[config.mk]
export PLATFORM = sky130hd
export DESIGN_NAME = led_page_sequencer_flat
export DESIGN_NICKNAME = d
export VERILOG_FILES = /design/src/rtl/led_page_sequencer_pkg.sv /design/src/rtl/led_page_sequencer_if.sv /design/src/rtl/led_page_sequencer_btn_cond.sv /design/src/rtl/led_page_sequencer.sv /design/src/flat_wrapper.sv
export SDC_FILE = /design/constraint.sdc
export NUM_CORES = 1
export LEC_CHECK = 0
export ABC_AREA = 1
export ABC_CLOCK_PERIOD_IN_PS = 1800
export CAP_MARGIN = 30
export CORE_MARGIN = 2
export CORE_UTILIZATION = 41
export DETAILED_ROUTE_END_ITERATION = 16
export MAX_ROUTING_LAYER = met4
export PLACE_DENSITY = 0.81
export SYNTH_ARGS = -nofsm -noshare
export SYNTH_HDL_FRONTEND = slang
export SYNTH_SLANG_ARGS = --single-unit
[constraint.sdc]
create_clock -name clk -period 1.8 [get_ports clk]
set_input_delay 0.54 -clock clk [delete_from_list [all_inputs] [get_ports clk]]
set_output_delay 0.54 -clock clk [all_outputs]
set_load 0.02 [all_outputs]
[src/rtl/led_page_sequencer_pkg.sv]
// Shared page and state constants for the LED page sequencer.
// Also provides the page-advance helper used by the top module.
package led_seq_pkg;

    localparam logic [2:0] PAGE_B0    = 3'd0;
    localparam logic [2:0] PAGE_B1    = 3'd1;
    localparam logic [2:0] PAGE_B2    = 3'd2;
    localparam logic [2:0] PAGE_B3    = 3'd3;
    localparam logic [2:0] PAGE_FLAGS = 3'd4;
    localparam logic [2:0] PAGE_LAST  = 3'd4;

    typedef enum logic {
        ST_MANUAL = 1'b0,
        ST_AUTO   = 1'b1
    } state_e;

    function automatic logic [2:0] next_page(input logic [2:0] p);
        return (p >= PAGE_LAST) ? PAGE_B0 : p + 3'd1;
    endfunction

endpackage

[src/rtl/led_page_sequencer_if.sv]
// CPU-side and display-side signals of the LED page sequencer.
// master drives the datapath/button inputs, slave is the sequencer.
interface led_seq_if;

    logic [31:0] dina;
    logic        ofa;
    logic        zfa;
    logic        cap;
    logic        auto_en;
    logic        btn_next;
    logic [31:0] dout;
    logic        of_out;
    logic        zf_out;
    logic [2:0]  sela;
    logic        cap_ack;

    modport master (
        output dina, ofa, zfa, cap, auto_en, btn_next,
        input  dout, of_out, zf_out, sela, cap_ack
    );

    modport slave (
        input  dina, ofa, zfa, cap, auto_en, btn_next,
        output dout, of_out, zf_out, sela, cap_ack
    );

endinterface

[src/rtl/led_page_sequencer_btn_cond.sv]
// Push-button conditioner: 2-flop sync, optional debounce, press pulse.
// Debounce is compiled in only when LED_SEQ_DEBOUNCE_EN is defined.
module led_btn_cond #(
    parameter int DEB_CYCLES = 1_000_000
) (
    input  logic clk,
    input  logic rst,
    input  logic i_btn,
    output logic o_press
);

    if (DEB_CYCLES < 1) begin : g_bad_deb
        $error("DEB_CYCLES must be >= 1");
    end

    logic r_s1;
    logic r_s2;

    always_ff @(posedge clk) begin
        if (rst) begin
            r_s1 <= 1'b0;
            r_s2 <= 1'b0;
        end else begin
            r_s1 <= i_btn;
            r_s2 <= r_s1;
        end
    end

`ifdef LED_SEQ_DEBOUNCE_EN
    localparam int CW = $clog2(DEB_CYCLES + 1);
    localparam logic [CW-1:0] C_LAST = CW'(DEB_CYCLES - 1);
    localparam logic [CW-1:0] C_FULL = CW'(DEB_CYCLES);

    logic [CW-1:0] r_cnt;

    // Saturates once the press has fired so a long hold gives one pulse.
    always_ff @(posedge clk) begin
        if (rst || !r_s2) begin
            r_cnt <= '0;
        end else if (r_cnt != C_FULL) begin
            r_cnt <= r_cnt + CW'(1);
        end
    end

    assign o_press = r_s2 && (r_cnt == C_LAST);
`else
    logic r_s2_d;

    always_ff @(posedge clk) begin
        if (rst) begin
            r_s2_d <= 1'b0;
        end else begin
            r_s2_d <= r_s2;
        end
    end

    assign o_press = r_s2 & ~r_s2_d;
`endif

endmodule

[src/rtl/led_page_sequencer.sv]
// LED page sequencer: snapshots ALU result/flags, scans pages 0..4.
// Button debounce selected by LED_SEQ_DEBOUNCE_EN (see led_btn_cond).
module led_page_sequencer
    import led_seq_pkg::*;
#(
    parameter int DWELL_CYCLES = 50_000_000,
    parameter int DEB_CYCLES   = 1_000_000
) (
    input  logic      clk,
    input  logic      rst,
    led_seq_if.slave  bus
);

    if (DWELL_CYCLES < 2) begin : g_bad_dwell
        $error("DWELL_CYCLES must be >= 2");
    end

    localparam int CW = $clog2(DWELL_CYCLES);
    localparam logic [CW-1:0] C_LAST = CW'(DWELL_CYCLES - 1);

    state_e      r_state;
    state_e      w_state_nxt;
    logic [CW-1:0] r_cnt;
    logic [CW-1:0] w_cnt_nxt;
    logic [2:0]  r_sela;
    logic [2:0]  w_sela_nxt;
    logic [31:0] r_dout;
    logic        r_of;
    logic        r_zf;
    logic        r_ack;
    logic        w_press;
    logic        w_mode_chg;
    logic        w_expire;

    led_btn_cond #(
        .DEB_CYCLES (DEB_CYCLES)
    ) u_btn (
        .clk     (clk),
        .rst     (rst),
        .i_btn   (bus.btn_next),
        .o_press (w_press)
    );

    always_ff @(posedge clk) begin
        if (rst) begin
            r_state <= ST_MANUAL;
            r_cnt   <= '0;
            r_sela  <= PAGE_B0;
        end else begin
            r_state <= w_state_nxt;
            r_cnt   <= w_cnt_nxt;
            r_sela  <= w_sela_nxt;
        end
    end

    always_ff @(posedge clk) begin
        if (rst) begin
            r_dout <= '0;
            r_of   <= 1'b0;
            r_zf   <= 1'b0;
            r_ack  <= 1'b0;
        end else begin
            r_ack <= bus.cap;
            if (bus.cap) begin
                r_dout <= bus.dina;
                r_of   <= bus.ofa;
                r_zf   <= bus.zfa;
            end
        end
    end

    // Priority: capture, then mode change, then press/expiry.
    always_comb begin
        w_state_nxt = bus.auto_en ? ST_AUTO : ST_MANUAL;
        w_mode_chg  = (w_state_nxt != r_state);
        w_expire    = 1'b0;
        w_cnt_nxt   = '0;
        w_sela_nxt  = r_sela;
        unique case (r_state)
            ST_AUTO: begin
                w_expire  = !w_mode_chg && (r_cnt == C_LAST);
                w_cnt_nxt = r_cnt + CW'(1);
            end
            ST_MANUAL: begin
                w_cnt_nxt = '0;
            end
        endcase
        if (w_press || w_expire) begin
            w_sela_nxt = next_page(r_sela);
            w_cnt_nxt  = '0;
        end
        if (w_mode_chg) begin
            w_cnt_nxt = '0;
        end
        if (bus.cap) begin
            w_sela_nxt = PAGE_B0;
            w_cnt_nxt  = '0;
        end
    end

    assign bus.dout    = r_dout;
    assign bus.of_out  = r_of;
    assign bus.zf_out  = r_zf;
    assign bus.sela    = r_sela;
    assign bus.cap_ack = r_ack;

endmodule

[src/flat_wrapper.sv]
// flat-port wrapper written by rule: the top's interface ports become plain ports
module led_page_sequencer_flat import led_seq_pkg::*;
#(
    parameter int DWELL_CYCLES = 50_000_000,
    parameter int DEB_CYCLES   = 1_000_000
)
  (clk, rst, bus_dina, bus_ofa, bus_zfa, bus_cap, bus_auto_en, bus_btn_next, bus_dout, bus_of_out, bus_zf_out, bus_sela, bus_cap_ack);
  led_seq_if bus_i ();
  input  logic clk;
  input  logic rst;
  input wire logic [$bits(bus_i.dina)-1:0] bus_dina;
  input wire logic [$bits(bus_i.ofa)-1:0] bus_ofa;
  input wire logic [$bits(bus_i.zfa)-1:0] bus_zfa;
  input wire logic [$bits(bus_i.cap)-1:0] bus_cap;
  input wire logic [$bits(bus_i.auto_en)-1:0] bus_auto_en;
  input wire logic [$bits(bus_i.btn_next)-1:0] bus_btn_next;
  output wire logic [$bits(bus_i.dout)-1:0] bus_dout;
  output wire logic [$bits(bus_i.of_out)-1:0] bus_of_out;
  output wire logic [$bits(bus_i.zf_out)-1:0] bus_zf_out;
  output wire logic [$bits(bus_i.sela)-1:0] bus_sela;
  output wire logic [$bits(bus_i.cap_ack)-1:0] bus_cap_ack;
  assign bus_i.dina = bus_dina;
  assign bus_i.ofa = bus_ofa;
  assign bus_i.zfa = bus_zfa;
  assign bus_i.cap = bus_cap;
  assign bus_i.auto_en = bus_auto_en;
  assign bus_i.btn_next = bus_btn_next;
  assign bus_dout = bus_i.dout;
  assign bus_of_out = bus_i.of_out;
  assign bus_zf_out = bus_i.zf_out;
  assign bus_sela = bus_i.sela;
  assign bus_cap_ack = bus_i.cap_ack;
  led_page_sequencer #(.DWELL_CYCLES(DWELL_CYCLES), .DEB_CYCLES(DEB_CYCLES)) u_core (.clk(clk), .rst(rst), .bus(bus_i));
endmodule
# Word level (Yosys, flattened, before mapping)
# Cells that the tools add are included.
# totals
mem_count	0
output_inout_bits	38
wordCells	27
register_bits	68
mem_bits_rw	0
in_bits	39
romBits	0
latchBits	0
# op_classes
n_reduce_logical	5
div	0
bitwise	3
order_cmp	1
shift	0
multipliers	0
mux	4
add_sub_neg	2
eq_ne	2
# op_table
cell	n
$pmux W26 S2	1
$add A26 B1 Y26 const B	1
$eq A26 B26 Y1 const B	1
$reduce_or A4 Y1	1
$add A3 B1 Y3 const B	1
$ge A3 B3 Y1 const B	1
$mux W3	1
$mux W1	2
$not A1 Y1	2
$reduce_or A2 Y1	1
$and A1 B1 Y1	1
$logic_and A1 B1 Y1	1
$logic_not A1 Y1	1
$logic_or A1 B1 Y1	1
$ne A1 B1 Y1	1

# Longest topological paths before layout
# Gate-level depths: netlist of run 1.
# depth
ltp_word	7
depth_mapped	10
mapped_depth_nobuf	10

# Modules after synthesis
# From an unflattened synthesis of run 1, not the netlist that was laid out.
# unflattened
hier_cells	326
hier_area_um2	2765.2
# modules_own_cells
module	area_per_inst_um2	seq_area_each_um2	n_inst	cells_each
led_page_sequencer	2678.8	1301.2	1	316
led_btn_cond	86.3	60.1	1	10

# Least setup slack after synthesis of run 1
# OpenSTA, ideal clock, no wires.
# synth_timing
kind	register to register
from	register u_core.r_cnt[0]
to	register u_core.r_cnt[17]
setup_slack_ns	0.366
required_ns	1.685
period_less_slack_ns	1.434
stages_incl_launch_ff	10
setup_ns	0.115
t_arrival_ns	1.319
n_path_buf	1
path_cell_list	dfxtp_1 > ha_1 > nand3_1 > inv_2 > nand2_1 > nor2_2 > nand2_2 > nand3_4 > buf_6 > nor2_1
# synth_via
elab_chain_len	5
elab_cells_between_ends	7
cone_classes	1 x add/sub; 1 x eq/ne; 2 x mux; 3 x reduce/logical
# synth_rtl
item	line_no	rtl
start, declared	led_page_sequencer.sv:23	logic [CW-1:0] r_cnt;
start signal, assigned	led_page_sequencer.sv:51	r_cnt <= w_cnt_nxt;
parallel branches: the longest is 5 deep, another holds $add A26 B1 Y26	--	
# Several ways; the timed one is not identified.
# A chain may end at the register's enable or synchronous reset.

# Worst setup path in the final report of run 1
# layout_timing
from	register u_core.r_cnt[0]
to	register u_core.r_sela[0] (netlist: u_core.bus.sela[0])
# layout_via
elab_chain_len	4
# layout_rtl
item	line_no	rtl
$eq A26 B26 Y1	led_page_sequencer.sv:81	w_expire = !w_mode_chg && (r_cnt == C_LAST);
$logic_and A1 B1 Y1	led_page_sequencer.sv:81	
$mux W1	led_page_sequencer.sv:79	unique case (r_state)
$logic_or A1 B1 Y1	led_page_sequencer.sv:88	if (w_press || w_expire) begin
end signal, assigned	led_page_sequencer.sv:52	r_sela <= w_sela_nxt;
end, declared	led_page_sequencer.sv:25	logic [2:0] r_sela;
# Every way passes these cells.

==> results.ini, run 1 <==
[yosys]
synth.cell_area_mm2=0.00276
yosysUniqueCellTypes=29
synth_warnings=0
syn_nets=374
synthTopCellsByArea=dfxtp_1, a22o_1, nand2_1
seq_area_frac_synth=0.493
yosysTopAreaCell=dfxtp_1
ys_ff_latch=68
synth.avg_cell_area_um2=8.31
synth_top_area_frac=0.493
syn_inst=332

[sta]
slew_violations=0
rsz0062_at_grt=no
max-slew-margin-rel=0.811
finClkSkew_ns=0.00695
worst_slew_pin_slew_ns=0.282
period_share=0.922
max_freq_ghz=0.603
finalSetupViolCount=0
timing.final.hold_violations=0
post-route-min-period_ns=1.66

[critical_path]
crit_chain=ha_1 -> nand3_2 -> inv_2 -> nand2_1 -> nor2_2 -> nand2_2 -> buf_4 -> a21oi_1 -> nor2_1
slowest_delay_ns=0.39
crit_fanout=6
critical_path_arrival_ns=1.90
crit_start=u_core.r_cnt[0]
cp_num_cells=9
reg2reg_from=u_core.r_cnt[0]
rr_worst_depth=9
r2r-end=u_core.bus.sela[0]
crit_buf_inv=2
cp-start-kind=flip-flop
crit_family=simple AND/OR/NAND/NOR gates
rrSetupSlack_ns=0.14
cp-end-kind=flip-flop
cp-endpoint=u_core.bus.sela[0]
path_class=flip-flop to flip-flop
crit_required_ns=2.04
slowest_stage=dfxtp_1

[layout]
fin_util=0.592
final_cell_count_no_fill=497
area_growth_pct=37.9
largest_reg_flops=32
drive_gt1_frac=0.102
fin_nets=458
fillers=564
diodes=0

[cts]
cts_tree=done
cts-root-buf=clkbuf_8
clk_pin_slew_worst_paths_ns=0.07
clock_latency_ns=0.34
cts_max_path_buffers=2
cts_sinks=68
cts-htree-levels=3
numCtsBuffers=9

[route]
via_count=2490
wl_per_cell_um=13.2
drt-vias-per-instance=5.01
antenna_left=0
initialDrtViolationCount=125
drtPass1Iterations=4
totalWireLength_um=6550
drcViolationCount=0

[global_routing]
grt_pass1_vias=2558
grt_max_degree=38
grt_pass1_wl_um=11000
overflow=0
grt_usage=0.195
antenna_found_initial=0

[die]
start_util=0.430
num_io_pins=77
rows=29
die_x_um=86.0
die_h_um=86.0
die_area_mm2=0.00740
core_mm2=0.00642

[placed_design]
gp_congestion=0.889
dp_hpwl_um=4590
dp_cells=481
io_buffers=76

[outcome]
status=finished clean

[pwr]
peakVddDrop_uv=546
cellPowerDensity_mw_per_mm2=844
p_leak_uw=0.00154

[run]
max_cap_violations=0

[worst_hold_path]
hp-class=flip-flop to flip-flop

worst min-delay path: cells and delay by family (launching register included):
kind / cells / cell delay (ns)
and+or+nand+nor: 1 / 0.03
buffers and inverters: 1 / 0.04
DFF: 1 / 0.30
cells by family after synthesis:
family,count (synthesis),synth area share
and+or+nand+nor,170,0.270
xor gates and xnor gates,11,0.0349
adders and majority gates,3,0.0136
AOI/OAI and AO/OA,43,0.129
buffers and inverters,37,0.0590
DFF,68,0.493
cells in the final DEF, fill, tap and decap left out, drive strengths merged, types with 2 or more instances in the layout:
master         Yosys  routed
or2                2       2
nand3b             2       2
nor3b              2       2
inv               27      27
buf                9       6
xnor2              3       3
a22o              34      34
nand2             76      76
dlygate4sd2        0      38
nand3             11      12
clkdlybuf4s50      0      38
dfxtp             68      68
nor2              69      69
ha                 3       3
nor3               5       5
xor2               8       8
a21oi              6       6
nand4              2       2
clkinv             0       4
bufinv             0       2
clkbuf             1       9
power breakdown:
part	total, uW	switching [uW]	internal, uW
registers	1580	25.6	1560
clock network	1320	555	762
logic	311	145	165
total	3210	725	2480
per-layer routing:
layer,track usage,up-vias,wire length (um)
met5,-,-,0
met4,0.0866,0,121
met3,0.0674,14,514
met2,0.312,92,3120
met1,0.220,1142,2800
li1,-,1242,-
worst min-delay path by stage:
| stage | from | end | slack, ns | cells after the start |
|---|---|---|---|---|
| after floorplan | u_core.u_btn.r_s1 | u_core.u_btn.r_s2 | 0.39 | 2 |
| after global placement | u_core.u_btn.r_s1 | u_core.u_btn.r_s2 | 0.40 | 2 |
| after detailed placement | u_core.u_btn.r_s1 | u_core.u_btn.r_s2 | 0.40 | 2 |
| after CTS | u_core.u_btn.r_s1 | u_core.u_btn.r_s2 | 0.41 | 2 |
| after global routing | u_core.u_btn.r_s1 | u_core.u_btn.r_s2 | 0.43 | 2 |
| final | u_core.u_btn.r_s1 | u_core.u_btn.r_s2 | 0.41 | 2 |
cell type report:
type                    count  area, um2  area share
clock buffers               9        124      0.0326
clock inverters             6       80.1      0.0211
inverters                  27        101      0.0266
multi-input cells         228       1260       0.331
flip-flops and latches     68       1360       0.358
well taps                  77       96.3      0.0253
repair buffers             82        783       0.206
Yosys cell counts (all sizes together):
master  instances
buf             9
nand3          11
nand2          76
o21ai           1
a22o           34
nand3b          2
nor3b           2
and2            1
clkbuf          1
or2             2
ha              3
nand4           2
xor2            8
nor2           69
dfxtp          68
inv            27
nor3            5
o21bai          1
xnor2           3
a21oi           6
a21boi          1
stage by stage:
stage	TNS (ns)	power (uW)	hold WS [ns]	setup slack (ns)	instance area, um2
after floorplan	0	1750	0.388	0.366	2760
after global placement	-3.95	1950	0.397	-0.182	3620
after detailed placement	-5.01	1960	0.404	-0.242	3620
after CTS	0	3240	0.410	0.0805	3780
after global routing	0	3330	0.429	0.0240	3800
final	0	3210	0.407	0.141	3800
repair_timing:
item / 4_1_cts / 5_1_grt
endpoints found under the setup margin: 38 / 24
cloned: 0 / 1
hold buffers: 0 / 0
setup buffers: 0 / 0
resized for setup: 38 / 2
Note: power is estimated with default switching activity, not from simulation.
==> run 2, diff against run 1 <==
- SLEW_MARGIN: default -> 10
==> results of run 2 <==
The final DEF is identical to that of run 1; final timing and power are the same.
